<file path="config.mk">
export PLATFORM = sky130hd
export DESIGN_NAME = tlbelo_csr_bank
export DESIGN_NICKNAME = d
export VERILOG_FILES = /design/src/rtl/tlbelo_csr_bank.sv
export SDC_FILE = /design/constraint.sdc
export NUM_CORES = 1
export LEC_CHECK = 0
export BUFFER_PORTS_ARGS = -buffer_cell sky130_fd_sc_hd__buf_2
export CORE_MARGIN = 1.5
export CORE_UTILIZATION = 45
export CTS_BUF_LIST = sky130_fd_sc_hd__clkbuf_8
export CTS_CLUSTER_SIZE = 20
export DETAILED_ROUTE_END_ITERATION = 16
export GPL_TIMING_DRIVEN = 1
export PLACE_DENSITY = 0.95
export SYNTH_ARGS = -nofsm -noshare
export SYNTH_HDL_FRONTEND = slang
export SYNTH_SLANG_ARGS = --single-unit
</file>
<file path="constraint.sdc">
create_clock -name clk -period 3.6 [get_ports clk]
set_input_delay 0.18 -clock clk [delete_from_list [all_inputs] [get_ports clk]]
set_output_delay 0.18 -clock clk [all_outputs]
set_load 0.01 [all_outputs]
</file>
<file path="src/rtl/tlbelo_csr_bank.sv">
// ---------------------------------------------------------------------------
// tlbelo_csr_bank
//   Combined TLBELO0/TLBELO1 CSR bank for the LoongArch32 CSR unit.
//   Holds both entry-lo registers, masks writes to the architecturally
//   writable fields, supports masked (CSRXCHG) writes and runs the TLBRD
//   load sequence against the TLB read port.
//
//   Optional feature macro: TLBELO_XCHG_EN
//     defined   -> csr_wmask is honoured (CSRXCHG bit-merge)
//     undefined -> csr_wmask is ignored; every write is a full write
//
//   Ports
//     clk, rst_n                      clock, async active-low reset
//     csr_we/csr_sel/csr_wdata/       CSR write strobe, target (0=ELO0,
//       csr_wmask                       1=ELO1), data and per-bit mask
//     tlbrd_req, tlbrd_index          TLBRD start pulse and TLB index
//     tlb_rd_addr                     held TLB read index
//     tlb_rd_e/ppn0/ppn1/flags0/      TLB read-port data, sampled in the
//       flags1/g                        load cycle
//     tlbrd_busy, tlbrd_done          sequence in progress / load-cycle pulse
//     tlbelo0, tlbelo1                register values
// ---------------------------------------------------------------------------
module tlbelo_csr_bank #(
    parameter int PALEN       = 32,
    parameter int TLB_ENTRIES = 16,
    parameter int RD_LATENCY  = 1,
    parameter int IDX_W       = $clog2(TLB_ENTRIES)
) (
    input  logic              clk,
    input  logic              rst_n,
    input  logic              csr_we,
    input  logic              csr_sel,
    input  logic [31:0]       csr_wdata,
    input  logic [31:0]       csr_wmask,
    input  logic              tlbrd_req,
    input  logic [IDX_W-1:0]  tlbrd_index,
    output logic [IDX_W-1:0]  tlb_rd_addr,
    input  logic              tlb_rd_e,
    input  logic [PALEN-13:0] tlb_rd_ppn0,
    input  logic [PALEN-13:0] tlb_rd_ppn1,
    input  logic [5:0]        tlb_rd_flags0,
    input  logic [5:0]        tlb_rd_flags1,
    input  logic              tlb_rd_g,
    output logic              tlbrd_busy,
    output logic              tlbrd_done,
    output logic [31:0]       tlbelo0,
    output logic [31:0]       tlbelo1
);
    localparam int PPN_W = PALEN - 12;
    localparam int CNT_W = (RD_LATENCY > 1) ? $clog2(RD_LATENCY) : 1;

    // Writable bits: V/D/PLV/MAT/G in [6:0] plus PPN in [PALEN-5:8].
    // For PALEN=36 the shift overflows to 0 and the subtraction yields all
    // ones, which is the intended full-width PPN range.
    localparam logic [31:0] WM =
        (((32'd1 << (PALEN - 4)) - 32'd1) & 32'hFFFF_FF00) | 32'h0000_007F;

    localparam logic [0:0] S_IDLE = 1'b0;
    localparam logic [0:0] S_WAIT = 1'b1;

    logic [0:0]       state_q;
    logic [CNT_W-1:0] cnt_q;
    logic [IDX_W-1:0] addr_q;
    logic             load_cyc;

    // Busy/done decode from state only: no input-to-output path.
    assign load_cyc    = (state_q == S_WAIT) && (cnt_q == '0);
    assign tlbrd_busy  = (state_q == S_WAIT);
    assign tlbrd_done  = load_cyc;
    assign tlb_rd_addr = addr_q;

    always_ff @(posedge clk or negedge rst_n) begin
        if (!rst_n) begin
            state_q <= S_IDLE;
            cnt_q   <= '0;
            addr_q  <= '0;
        end else begin
            case (state_q)
                S_IDLE: begin
                    if (tlbrd_req) begin
                        state_q <= S_WAIT;
                        addr_q  <= tlbrd_index;
                        cnt_q   <= CNT_W'(RD_LATENCY - 1);
                    end
                end
                default: begin
                    // Requests arriving here are dropped, not queued.
                    if (load_cyc) state_q <= S_IDLE;
                    else          cnt_q   <= cnt_q - CNT_W'(1);
                end
            endcase
        end
    end

    // Effective write mask, already restricted to the writable fields.
    logic [31:0] wmask_eff;
`ifdef TLBELO_XCHG_EN
    assign wmask_eff = csr_wmask & WM;
`else
    assign wmask_eff = WM;
    logic unused_wmask;
    assign unused_wmask = ^csr_wmask;
`endif

    function automatic logic [31:0] pack_elo(input logic [PPN_W-1:0] ppn,
                                             input logic             g,
                                             input logic [5:0]       flags);
        logic [31:0] v;
        v            = '0;
        v[PALEN-5:8] = ppn;
        v[6]         = g;
        v[5:0]       = flags;
        return v;
    endfunction

    logic [1:0][31:0] elo_q;
    logic [1:0][31:0] elo_d;
    logic [1:0][31:0] ld_val;

    // A missing entry clears both registers.
    assign ld_val[0] = tlb_rd_e ? pack_elo(tlb_rd_ppn0, tlb_rd_g, tlb_rd_flags0) : '0;
    assign ld_val[1] = tlb_rd_e ? pack_elo(tlb_rd_ppn1, tlb_rd_g, tlb_rd_flags1) : '0;

    // The CSR write is merged on top of the (possibly loaded) base value, so
    // in the load cycle the written bits win and the rest take the load.
    for (genvar r = 0; r < 2; r++) begin : g_elo
        logic [31:0] base;
        logic [31:0] wm;
        assign base     = load_cyc ? ld_val[r] : elo_q[r];
        assign wm       = (csr_we && (csr_sel == 1'(r))) ? wmask_eff : '0;
        assign elo_d[r] = (base & ~wm) | (csr_wdata & wm);
    end

    always_ff @(posedge clk or negedge rst_n) begin
        if (!rst_n) elo_q <= '0;
        else        elo_q <= elo_d;
    end

    assign tlbelo0 = elo_q[0];
    assign tlbelo1 = elo_q[1];

endmodule

</file>
After elaboration in Yosys (flattened, before gate mapping)
Cells that the tools add are included.
{"block": "totals", "ff_bits": 70, "inputBits": 127, "output_inout_bits": 70, "word_cells": 36}
{"block": "classes", "n_addsub": 1, "eq_ne": 1, "mux": 12, "n_bitwise": 11, "n_reduce_logical": 6}
{"operator": "2-to-1 mux 28 bit", "count": 4}
{"operator": "AND 32 x 28 -> 32 bit", "count": 2}
{"operator": "AND 32 bit", "count": 2}
{"operator": "2-to-1 mux 32 bit", "count": 2}
{"operator": "NOT 28 -> 32 bit", "count": 2}
{"operator": "bitwise OR 32 bit", "count": 2}
{"operator": "2-to-1 mux 1 bit", "count": 6}
{"operator": "AND reduction 2 bit", "count": 2}
{"operator": "logical AND 1 bit", "count": 3}
{"operator": "NOT 1 bit", "count": 3}
{"operator": "inequality test 2 bit, second input constant", "count": 1}
{"operator": "nonzero test 2 bit", "count": 1}
{"operator": "subtractor 1 bit, second input constant", "count": 1}

Logic depth before layout (Yosys ltp)
Gate-level depths: netlist of the first run.
{"block": "depth", "word_depth": 6, "depth_mapped": 6, "depth_no_buf": 4}

Worst setup path before layout of the first run
No wires, ideal clock.
{"block": "synth_path", "kind": "register to register", "startpoint": "register state_q, in the netlist tlbrd_busy", "endpoint": "register addr_q[0], in the netlist tlb_rd_addr[0]", "setup_ns": 0.125, "t_arrival_ns": 1.133, "required_ns": 3.475, "path_slack_ns": 2.342, "path_stages_with_launch": 4, "n_path_buf": 1, "period_less_slack_ns": 1.258, "cell_sequence": "dfrtp_1 > buf_2 > nor2b_2 > mux2_2"}
{"block": "synth_via", "elab_chain_cells": 2}
{"element": "from (decl)", "line_no": "61", "rtl": "logic [0:0] state_q;"}
{"element": "from (signal assigned)", "line_no": "74", "rtl": "state_q <= S_IDLE;"}
{"element": "from (signal assigned)", "line_no": "81", "rtl": "state_q <= S_WAIT;"}
{"element": "from (signal assigned)", "line_no": "88", "rtl": "if (load_cyc) state_q <= S_IDLE;"}
{"element": "NOT 1 bit (no source line)"}
{"element": "AND reduction 2 bit (no source line)"}
{"element": "to (signal assigned)", "line_no": "82", "rtl": "addr_q <= tlbrd_index;"}
{"element": "to (decl)", "line_no": "63", "rtl": "logic [IDX_W-1:0] addr_q;"}
No other way between the ends.
A chain may end at the register's enable or synchronous reset.

Final worst setup path of the first run
{"block": "layout_path", "startpoint": "register state_q, in the netlist tlbrd_busy", "endpoint": "output tlbrd_done"}
{"block": "layout_via", "elab_chain_cells": 1}
{"element": "logical AND 1 bit", "line_no": "67", "rtl": "assign load_cyc = (state_q == S_WAIT) && (cnt_q == '0);"}
{"element": "to (decl)", "line_no": "45", "rtl": "output logic tlbrd_done,"}
No other way between the ends.

==> flow_summary.yaml, run 1 <==
routing:
  drtIter0Drc: 151
  finalWirelength_mm: 8.055
  ant_nets: 0
  drtPass1Iterations: 4
  post_drt_wl_per_cell_um: 14.86
  drc: 0
  num_vias: 2981
  vias_per_cell: 5.500
logic_synthesis:
  synthCells: 328
  synth-compound-area-share_pct: 15.07
  yosysSeqAreaShare_pct: 50.23
  muxShareOfSynthArea_pct: 1.507
  synth_top_family_by_area: "simple AND/OR/NAND/NOR gates"
  synth_edf_count: 0
  synth_area_um2: 2989
  synth-simple-area-share_pct: 24.61
  synth-xor-area-share_pct: 0
  synth_ff_type: "dfrtp_1"
  syn_area_per_cell_um2: 9.113
  synthAdderAreaFrac_pct: 0
  yosysWarnings: 0
  yosys.cell_types.count: 23
  yosys_register_bits: 60
  synthArstFlopShare_pct: 100.0
die:
  ioPinCount: 197
  dieHeight_um: 84.50
  die_w_um: 84.50
  die-area_um2: 7140
  core_region_area_um2: 6386
  start_util_pct: 46.81
  rows: 29
placed_design:
  dp_hpwl_mm: 5.544
  gp_congestion: 0.7695
  io_buffers: 149
worst_setup_path:
  worstPathArrival_ps: 2440
  worst_setup_path_start_kind: "flip-flop"
  path_class: "flip-flop to output port"
  cp.required_ps: 3420
  crit_fanout: 32
  worstSetupEndpointType: "output port"
power:
  p_leak_nw: 1.989
  ir_worst_vdd_uv: 246.7
  powerDensity_nw_per_um2: 441.4
grt:
  grt_pass1_wl_mm: 13.43
  grt_overflow_total: 0
  grt_max_degree: 55
  grt_pass1_vias: 2933
  antenna_found_initial: 0
  grt_use_total_pct: 23.56
sta:
  slew_headroom_pct: 34.91
  period_needed_ps: 2617
  slew_viol_final: 0
  tns_ps: 0
  finalCritPeriodShare_pct: 72.70
  hold_viol: 0
  worst_slew_pin_slew_ps: 976.3
  fmax_mhz: 382.1
  setup_viol: 0
  rsz0062_at_grt: "no"
  finClkSkew_ps: 8.260
clock_tree:
  cts.sinks: 60
  worstSkewPairLatency_ps: 320
  cts_made_buffers: 9
  cts_tree: "built"
  clkTransAtPathRegs_ps: 70
  cts_setup_buffers: 0
  cts-root-buf: "clkbuf_8"
  ctsLongestPathBuffers: 2
  cts_htree_levels: 3
cells_and_area:
  drive_gt1_share_pct: 37.42
  multiInputGateArea_um2: 1275
  syn2layout_area_growth_pct: 28.42
  final_core_util_pct: 60.11
  fillers: 558
  num-nets-final: 588
  diodes: 0
  seq_area_um2: 1501
job:
  maxCapViolCount: 0
hold_path:
  hp-class: "primary input to flip-flop"
outcome:
  outcome: "finished clean"
[cell usage after synthesis (2+ instances only)]
cell type,number,area [um2]
buf_4,13,97.59
o21ai_0,20,100.1
a21oi_1,29,145.1
dfrtp_1,60,1501
clkbuf_1,9,33.78
nand3_1,26,130.1
nand2b_1,2,12.51
nand2_1,53,198.9
clkbuf_2,2,10.01
buf_6,3,33.78
a31oi_1,26,162.7
mux2_2,4,45.04
buf_2,13,65.06
nor2_1,27,101.4
o21ai_1,7,35.03
and4b_1,27,270.3
[cell usage in the layout, fill, tap and decap left out, drive strengths merged, types with 2 or more instances in the layout]
| cell | synthesis | layout |
|---|---|---|
| a21oi | 29 | 29 |
| a31oi | 26 | 26 |
| and4b | 27 | 27 |
| buf | 30 | 152 |
| clkbuf | 11 | 11 |
| clkinv | 1 | 3 |
| conb | 1 | 10 |
| dfrtp | 60 | 60 |
| dlygate4sd3 | 0 | 2 |
| inv | 0 | 2 |
| mux2 | 4 | 4 |
| nand2 | 53 | 53 |
| nand2b | 2 | 2 |
| nand3 | 26 | 26 |
| nor2 | 27 | 27 |
| o21ai | 27 | 27 |
[critical path: stages, from the launching register on]
cell and delay (ps):
dfrtp_1 980, nand2b_2 540, clkinv_4 380, buf_2 190
[per-stage QoR]
step | setup WS, ps | hold slack [ps] | total power, mW | cell area (um2) | std cells
global route | 814.1 | 70.61 | 1.792 | 3839 | 542
detailed placement | 1205 | 253.0 | 1.190 | 3650 | 525
floorplan | 2342 | -115.6 | 1.016 | 3023 | 337
CTS | 969.7 | 65.09 | 1.714 | 3839 | 542
finish | 982.8 | 77.86 | 1.694 | 3839 | 542
global placement | 1329 | 235.6 | 1.172 | 3650 | 525
[repair_timing]
item / in CTS / in global routing
endpoints found under the hold margin: 30 / 0
gates resized for setup: 0 / 0
hold buffers: 2 / 0
[worst paths after layout]
path / startpoint / to / slack [ps] / depth (start not counted)
min in group asynchronous: rst_n / async pin / 420 / 2
min reg2reg: tlb_rd_addr[3] / tlb_rd_addr[3] / 520 / 1
min: csr_wdata[8] / flip-flop / 80 / 3
max: tlbrd_busy / tlbrd_done / 980 / 3
max in group asynchronous: rst_n / async pin / 2300 / 3
max reg2reg: tlbrd_busy / flip-flop / 1190 / 4
[kinds of logic (layout without fill, tap and decap cells)]
logic type / count (synthesis) / count (layout)
AND/OR/NAND/NOR: 138 / 138
AO/OA/AOI/OAI: 83 / 83
flip-flops: 60 / 60
buffers and inverters: 42 / 170
multiplexers: 4 / 4
other: 1 / 10
[report_power, final]
group          switching (mW)  total [mW]  internal, mW
logic                   0.209       0.366         0.157
clock network           0.240       0.516         0.276
registers              0.0524       0.812         0.760
[metal layers]
| metal | track usage (%) | up-vias | routed length, um | part of all wire (%) |
|---|---|---|---|---|
| met1 | 28.00 | 1390 | 3289 | 41 |
| met5 | 0 | - | 0 | 0 |
| li1 | - | 1400 | - | - |
| met4 | 10.70 | 0 | 114 | 1.4 |
| met3 | 5.211 | 15 | 718 | 8.9 |
| met2 | 40.76 | 176 | 3933 | 49 |
[layout make-up]
| type | count | share of cell area, % |
|---|---|---|
| flip-flops and latches | 60 | 39.11 |
| multi-input cells | 235 | 33.21 |
| repair buffers | 154 | 20.53 |
| clock buffers | 11 | 3.944 |
| well taps | 77 | 2.510 |
| clock inverters | 4 | 0.4563 |
| inverters | 1 | 0.2282 |
Power figures use the tool's default switching activity.
==> run 2: changes to the inputs <==
--- a/config.mk
+++ b/config.mk
@@ -7,12 +7,12 @@
 export LEC_CHECK = 0
 export BUFFER_PORTS_ARGS = -buffer_cell sky130_fd_sc_hd__buf_2
 export CORE_MARGIN = 1.5
-export CORE_UTILIZATION = 45
+export CORE_UTILIZATION = 39
 export CTS_BUF_LIST = sky130_fd_sc_hd__clkbuf_8
 export CTS_CLUSTER_SIZE = 20
 export DETAILED_ROUTE_END_ITERATION = 16
 export GPL_TIMING_DRIVEN = 1
-export PLACE_DENSITY = 0.95
+export PLACE_DENSITY = 0.9
 export SYNTH_ARGS = -nofsm -noshare
 export SYNTH_HDL_FRONTEND = slang
 export SYNTH_SLANG_ARGS = --single-unit
==> constraint.sdc (replaced) <==
create_clock -name clk -period 2.4 [get_ports clk]
set_input_delay 0.12 -clock clk [delete_from_list [all_inputs] [get_ports clk]]
set_output_delay 0.12 -clock clk [all_outputs]
set_load 0.01 [all_outputs]
==> run 2 against run 1 <==
Net effect: non-clock buffer count increased by 5; via count increased by 3.4%; sequential power increased by 49%; largest power group unchanged; clock skew increased by 2.3 ps; wire length increased by 11%; clock power increased by 59%; critical path depth unchanged; global-route usage decreased by 1.8 points; critical path type unchanged.
==> flow_summary.yaml, run 2 (synthesized netlist as in run 1, its figures left out) <==
outcome:
  outcome: "finished clean"
clock_tree:
  worstSkewPairLatency_ps: 330
  cts_hold_buf: 6
  cts.sinks: 60
  clkTransAtPathRegs_ps: 80
  cts_setup_buffers: 0
  cts-root-buf: "clkbuf_8"
  ctsLongestPathBuffers: 2
  cts_htree_levels: 3
  cts_made_buffers: 9
  cts_tree: "built"
  cts_resized: 0
die:
  ioPinCount: 197
  start_util_pct: 40.77
  core_region_area_um2: 7331
  die_w_um: 90.55
  dieHeight_um: 90.55
  rows: 31
  die-area_um2: 8198
cells_and_area:
  seq_area_um2: 1501
  final_common_cell: "buf_2"
  final_core_util_pct: 53.68
  layout_common_cells: "buf_2 (149), dfrtp_1 (60), nand2_1 (53)"
  num-nets-final: 593
  drive_gt1_share_pct: 37.79
  multiInputGateArea_um2: 1275
  syn2layout_area_growth_pct: 31.64
  diodes: 0
  final_cells: 570
  final_area_um2: 3935
  fillers: 671
grt:
  grt_overflow_total: 0
  antenna_found_initial: 0
  grt_use_total_pct: 21.74
  grt_max_degree: 55
  grt_pass1_wl_mm: 14.31
  grt_pass1_vias: 2981
sta:
  tns_ps: 0
  period_needed_ps: 1826
  finClkSkew_ps: 10.61
  worst_slew_pin_slew_ps: 1015
  finalCritPeriodShare_pct: 76.08
  setup_viol: 0
  hold_viol: 0
  slew_viol_final: 0
  slew_headroom_pct: 32.35
  holdWs_ps: 14.54
  fmax_mhz: 547.7
  rsz0062_at_grt: "no"
placed_design:
  place_area_um2: 3697
  dp_hpwl_mm: 5.944
  gp_congestion: 0.7522
  place_inst: 548
  io_buffers: 149
worst_setup_path:
  cp.required_ps: 2280
  r2r_slack_ps: 780
  reg2reg_from: "tlbrd_busy"
  worstPathArrival_ps: 1710
  crit_fanout: 27
  worst_setup_path_start_kind: "flip-flop"
  worstSetupEndpointType: "output port"
  rr_worst_depth: 4
  path_class: "flip-flop to output port"
routing:
  num_vias: 3081
  vias_per_cell: 5.405
  drtPass1Iterations: 5
  drtIter0Drc: 160
  drc: 0
  post_drt_wl_per_cell_um: 15.64
  ant_nets: 0
  finalWirelength_mm: 8.912
job:
  maxCapViolCount: 0
power:
  p_leak_nw: 1.999
  powerDensity_nw_per_um2: 661.6
  ir_worst_vdd_uv: 356.8
hold_path:
  worstHoldStart: "csr_wdata[18]"
  hold_depth: 3
  hp-class: "primary input to flip-flop"
[run 2: cell type report]
type                            instances  share of cell area (%)
Multi-Input combinational cell        235                   32.40
Sequential cell                        60                   38.16
Clock inverter                          6                   1.017
Inverter                                1                  0.2226
Clock buffer                           10                   3.498
Timing Repair Buffer                  159                   21.56
Tap cell                               99                   3.148
[run 2: through the flow]
stage	total power [mW]	setup slack [ps]
after CTS	2.623	545.7
after floorplan	1.523	1142
after detailed placement	1.795	795.2
final	2.603	574.1
after global placement	1.769	834.1
after global routing	2.745	473.4
[run 2: worst max path at each step]
stage,to,slack [ps],start,cells after the start
finish,tlbrd_done,570,tlbrd_busy,3
global route,tlbrd_done,470,tlbrd_busy,3
CTS,tlbrd_done,550,tlbrd_busy,3
floorplan,tlb_rd_addr[0],1140,tlbrd_busy,3
global placement,flip-flop,830,cnt_q,4
detailed placement,flip-flop,800,cnt_q,4
[run 2: worst max-delay path, stage by stage (launching register included)]
cell and delay, ps:
dfrtp_1 390, nand2b_2 390, clkinv_4 340, buf_2 240
[run 2: report_power, final]
group          switching, mW  total [mW]  internal (mW)
combinational          0.332       0.577          0.244
clock                  0.421       0.819          0.398
sequential            0.0688        1.21           1.14
total                  0.822        2.60           1.78
[run 2: metal layers]
layer | track usage (%) | wire length, um | vias to the layer above
li1 | - | - | 1412
met1 | 26.25 | 3648 | 1469
met2 | 37.47 | 4315 | 181
met3 | 5.556 | 763 | 19
met4 | 7.407 | 184 | 0
met5 | 0 | 0 | -
